File: src/rtl/dawson_accum_seq.sv
// rtl/dawson_accum_seq.sv - FIFO-buffered sequencer folding double vectors through an external FP adder
// Optional WAIT watchdog with sticky err and vector flush: define DAWSON_ACC_TIMEOUT_EN.
module dawson_accum_seq #(
  parameter int DEPTH   = 4,
  parameter int CNT_W   = 16,
  parameter int TIMEOUT = 1024
) (
  input  logic             clock,
  input  logic             reset_n,
  input  logic [63:0]      in_data,
  input  logic             in_last,
  input  logic             in_valid,
  output logic             in_ready,
  output logic [63:0]      a,
  output logic [63:0]      b,
  output logic             ready_in,
  input  logic [63:0]      out,
  input  logic             ready_out,
  output logic [63:0]      sum,
  output logic             sum_valid,
  output logic [CNT_W-1:0] elem_cnt,
  output logic             busy,
  output logic             err
);

  localparam int AW = $clog2(DEPTH);

  typedef enum logic [2:0] {
    S_RESET,
    S_IDLE,
    S_ISSUE,
    S_WAIT,
    S_DONE
  } state_t;

  state_t        state;
  logic [64:0]   mem [DEPTH];
  logic [AW-1:0] wr_ptr;
  logic [AW-1:0] rd_ptr;
  logic [AW:0]   count;
  logic          full;
  logic          empty;
  logic          push;
  logic          pop;
  logic [64:0]   head;
  logic [63:0]   acc;
  logic          last_q;
  logic          flush_pop;
  logic          drop_active;
  logic          timeout_hit;

  assign full     = (count == (AW+1)'(DEPTH));
  assign empty    = (count == '0);
  assign in_ready = !full && (state != S_RESET);
  assign push     = in_valid && in_ready;
  assign head     = mem[rd_ptr];
  assign pop      = (state == S_ISSUE) || flush_pop;
  assign busy     = (state != S_IDLE);

  always_ff @(posedge clock) begin
    if (push) mem[wr_ptr] <= {in_last, in_data};
  end

  always_ff @(posedge clock or negedge reset_n) begin
    if (!reset_n) begin
      wr_ptr <= '0;
      rd_ptr <= '0;
      count  <= '0;
    end else begin
      if (push) wr_ptr <= wr_ptr + 1'b1;
      if (pop)  rd_ptr <= rd_ptr + 1'b1;
      case ({push, pop})
        2'b10:   count <= count + 1'b1;
        2'b01:   count <= count - 1'b1;
        default: count <= count;
      endcase
    end
  end

`ifdef DAWSON_ACC_TIMEOUT_EN
  localparam int TO_W = $clog2(TIMEOUT + 1);

  logic [TO_W-1:0] wait_cnt;
  logic            err_q;
  logic            drop_q;

  assign timeout_hit = (state == S_WAIT) && !ready_out && (wait_cnt == TO_W'(TIMEOUT - 1));
  // Leftover elements of an aborted vector are discarded from IDLE, one per cycle.
  assign flush_pop   = (state == S_IDLE) && drop_q && !empty;
  assign drop_active = drop_q;
  assign err         = err_q;

  always_ff @(posedge clock or negedge reset_n) begin
    if (!reset_n) begin
      wait_cnt <= '0;
      err_q    <= 1'b0;
      drop_q   <= 1'b0;
    end else begin
      if ((state == S_WAIT) && !ready_out) wait_cnt <= wait_cnt + 1'b1;
      else                                 wait_cnt <= '0;
      if (timeout_hit) begin
        err_q  <= 1'b1;
        drop_q <= !last_q;
      end else if (flush_pop && head[64]) begin
        drop_q <= 1'b0;
      end
    end
  end
`else
  logic unused_cfg;

  assign unused_cfg  = ^TIMEOUT;
  assign timeout_hit = 1'b0;
  assign flush_pop   = 1'b0;
  assign drop_active = 1'b0;
  assign err         = 1'b0;
`endif

  // Adder strobes are set on the edge entering ISSUE so they are valid for exactly that cycle.
  always_ff @(posedge clock or negedge reset_n) begin
    if (!reset_n) begin
      state     <= S_RESET;
      acc       <= 64'h0;
      sum       <= 64'h0;
      a         <= 64'h0;
      b         <= 64'h0;
      ready_in  <= 1'b0;
      sum_valid <= 1'b0;
      elem_cnt  <= '0;
      last_q    <= 1'b0;
    end else begin
      ready_in  <= 1'b0;
      sum_valid <= 1'b0;
      a         <= 64'h0;
      b         <= 64'h0;
      case (state)
        S_RESET: state <= S_IDLE;
        S_IDLE: begin
          if (!empty && !drop_active) begin
            state    <= S_ISSUE;
            ready_in <= 1'b1;
            a        <= acc;
            b        <= head[63:0];
          end
        end
        S_ISSUE: begin
          last_q <= head[64];
          if (elem_cnt != '1) elem_cnt <= elem_cnt + 1'b1;
          state <= S_WAIT;
        end
        S_WAIT: begin
          if (ready_out) begin
            acc <= out;
            if (last_q) begin
              state     <= S_DONE;
              sum       <= out;
              sum_valid <= 1'b1;
            end else if (!empty) begin
              state    <= S_ISSUE;
              ready_in <= 1'b1;
              a        <= out;
              b        <= head[63:0];
            end else begin
              state <= S_IDLE;
            end
          end else if (timeout_hit) begin
            state    <= S_IDLE;
            acc      <= 64'h0;
            elem_cnt <= '0;
          end
        end
        S_DONE: begin
          acc      <= 64'h0;
          elem_cnt <= '0;
          state    <= S_IDLE;
        end
        default: state <= S_IDLE;
      endcase
    end
  end

endmodule

File: config.mk
export PLATFORM = sky130hd
export DESIGN_NAME = dawson_accum_seq
export DESIGN_NICKNAME = d
export VERILOG_FILES = /design/src/rtl/dawson_accum_seq.sv
export SDC_FILE = /design/constraint.sdc
export NUM_CORES = 1
export LEC_CHECK = 0
export ABC_AREA = 1
export ABC_CLOCK_PERIOD_IN_PS = 5200
export BUFFER_PORTS_ARGS = -buffer_cell sky130_fd_sc_hd__buf_2
export CORE_ASPECT_RATIO = 0.6
export CORE_UTILIZATION = 35
export DETAILED_ROUTE_END_ITERATION = 12
export PLACE_DENSITY = 0.54
export SKIP_LAST_GASP = 1
export SYNTH_ARGS = -nofsm -noshare
export SYNTH_HDL_FRONTEND = slang
export SYNTH_SLANG_ARGS = --single-unit
File: constraint.sdc
create_clock -name clock -period 5.2 [get_ports clock]
set_clock_uncertainty 0.05 [all_clocks]
set_input_delay 0.52 -clock clock [delete_from_list [all_inputs] [get_ports clock]]
set_output_delay 0.52 -clock clock [all_outputs]
set_load 0.01 [all_outputs]
==> flow_summary.toml <==
[status]
status = "finished, final reports clean"

[sta]
hold_viol = 0
finalSetupTns_ps = 0
tightest_slew_ps = 1050
hold_slack_ps = 80.7
fmax_ghz = 0.320
finalCritPeriodShare = 0.601
fin_crit_ps = 3120
relSlewSlack = 0.303
rsz0062_at_grt = "no"
setup_viol = 0
drv_slew = 0

[setup_path]
critical_path.slowest_cell = "clkinv_2"
critPathArrivalTime_ps = 3500
worstSetupPathType = "flop to flop"
required_ps = 5580
rr_startpoint = "rd_ptr[0]"
endpoint_kind = "flop"
worstSetupStartpointType = "flop"
reg2reg_slack_ps = 2080
crit_path_max_incr_delay_ps = 960
crit_path_max_fanout = 81
path_cells = "clkinv_2 > buf_4 > o21ai_0 > a21oi_1"
reg2reg_depth = 4
r2r-end = "b[39]"

[synth]
synth.distinct_cells = 30
avgSynthCellArea_um2 = 12.0
synthSimpleGateAreaFrac = 0.0885
synth_area_um2 = 20100
synth_top_family_by_area = "compound AO/OA/AOI/OAI gates"
ys_seq_area_frac = 0.742
yosysWarnings = 0
synth_seq_cells = 545
syn_inst = 1681
synth_compound_area_frac = 0.110
synthAdderAreaFrac = 0.00472
synth-xor-area-share = 0.00391
synth_mux_area_frac = 0
synth_fp_nets = 1821

[floorplan]
dieWidth_um = 312
core.rowCount = 67
start_util = 0.358
num_io_pins = 346
die_area_um2 = 58500
core_area_um2 = 56300
die_y_um = 188

[clock_network]
worstSkewPairLatency_ps = 600
clkTransAtPathRegs_ps = 70
cts_tree = "done"
post_cts_resized = 0
numCtsBuffers = 51
root_buffer = "clkbuf_16"
ctsHtreeMaxLevel = 2
clock-sinks = 545
clk_path_buf_depth = 3

[grt]
grt_pass1_wl_mm = 78.2
use_met1 = 0.234
track_usage = 0.171
grt_use_met2 = 0.276
antenna_found_initial = 8
busiest_layer = "met2"
grt_pass1_vias = 13100
grt_overflow_total = 0
grt_max_degree = 96
gr-usage-met3 = 0.0363

[placement]
numPortBuffers = 344
dp_hpwl_mm = 30.3
dp.cells = 2712
place_congestion = 0.774
place_area_um2 = 22700

[routing]
wl_per_cell_um = 17.7
routed_wl_mm = 49.9
drt-pass1-iter-count = 5
dr_total_vias = 13200
via_per_inst = 4.68
drc_errors = 0
drt_iter0_drc = 868
final_antenna_net_count = 0

[cells_and_area]
drive_gt1_frac = 0.233
syn_to_final_growth_pct = 22.3
fillCellCount = 5225
multi_input_comb_area_um2 = 4220
utilization = 0.437
regArea_um2 = 14900
layoutNonFillerInstCount = 2813
layout.nets = 2147
final_area_um2 = 24600

[power]
power_density_nw_per_um2 = 601
irDropWorstVdd_mv = 0.278
leakage_nw = 10.9

[hold_path]
hold_end = "mem[3][28]"
hold_depth = 1
worstHoldStart = "in_data[28]"
hold_class = "input pin to flop"

[job]
drv_cap = 0
==> critical path: cells and delay by family (launching register included) <==
kind	cells	cell delay [ps]
buf+inv	2	1570
flops	1	890
compound gates	2	320
==> layout by cell type, fill, tap and decap left out, types with 2 or more instances in the layout <==
cell,netlist,routed
diode_2,0,4
a21oi_1,67,67
clkbuf_1,35,7
o22ai_1,129,129
nand4_1,11,11
clkinv_2,0,8
inv_1,158,157
edfxtp_1,260,260
clkinvlp_4,0,4
nor2_1,295,291
o21bai_1,3,3
nand2_1,136,133
dfrtp_1,285,283
nand2_2,0,3
inv_2,6,5
nand3_1,8,8
clkinv_4,0,2
o21ai_0,140,140
bufinv_16,0,12
xor2_1,8,8
buf_2,45,343
or2_2,2,2
ha_1,6,6
o21ai_1,65,64
clkbuf_8,0,8
nor2_4,1,5
buf_4,1,18
clkbuf_16,0,54
buf_12,0,3
==> sequential cells by signal, indices dropped and copies added, names as in the netlist <==
signal	flops
last_q	1
count	3
wr_ptr	2
sum	64
a	64
sum_valid	1
b	64
rd_ptr	2
ready_in	1
state	3
mem	260
elem_cnt	16
acc	64
==> area by class of cell <==
| cell class | count | area share |
|---|---|---|
| flip-flops and latches | 545 | 0.607 |
| inverters | 164 | 0.0251 |
| clock buffers | 69 | 0.0604 |
| repair buffers | 366 | 0.0786 |
| multi-input cells | 879 | 0.171 |
| well taps | 759 | 0.0385 |
| diodes | 4 | 0.000406 |
| clock inverters | 27 | 0.0192 |
==> per-layer routing <==
metal  part of all wire  wire, µm
met1               0.45     22700
met3              0.046      2320
met2               0.48     23800
met4              0.022      1120
met5            0.00026        13
==> cell usage after synthesis (all sizes together) <==
library cell	count	area [µm²]
a21oi	67	335
buf	58	285
clkbuf	35	131
conb	1	3.75
dfrtp	285	7130
edfxtp	260	7810
fa	1	20.0
ha	6	75.1
inv	164	616
nand2	136	510
nand3	9	50.1
nand4	11	68.8
nor2	297	1120
nor3	1	16.3
o21ai	206	1030
o21bai	3	22.5
o22ai	129	807
o311ai	1	8.76
or2	2	12.5
xnor2	1	8.76
xor2	8	70.1
==> report_power, final <==
group	internal (mW)	switching (mW)	total [mW]
clock network	2.62	1.67	4.29
logic	1.37	2.87	4.24
registers	5.80	0.472	6.27
==> timing repair <==
action | 4_1_cts | 5_1_grt
hold buffers | 1 | 0
endpoints found under the hold margin | 72 | 0
buffers inserted | 0 | 0
==> metrics by stage <==
step                      power, mW  setup WS (ps)
final                          14.8           2080
after global routing           15.7           1760
after CTS                      15.0           2050
after detailed placement       10.7           2070
after global placement         10.6           2110
after floorplan                8.98           1040
==> worst max-delay path by stage <==
stage | depth (start not counted) | startpoint | end
floorplan | 6 | state[2] | mem[0][0]
global placement | 4 | rd_ptr[0] | b[38]
detailed placement | 4 | rd_ptr[0] | b[57]
CTS | 4 | rd_ptr[0] | b[39]
global route | 4 | rd_ptr[0] | b[42]
finish | 4 | rd_ptr[0] | b[39]
==> cells by family (layout without fill, tap and decap cells) <==
kind of cell	count (synthesis)	count (layout)
flip-flops	545	545
AND/OR/NAND/NOR	456	456
AO/OA/AOI/OAI	406	406
buffers and inverters	257	626
XOR/XNOR	9	9
adder cells (fa/ha/maj)	7	7
other	1	5
(Power assumes the default switching activity.)
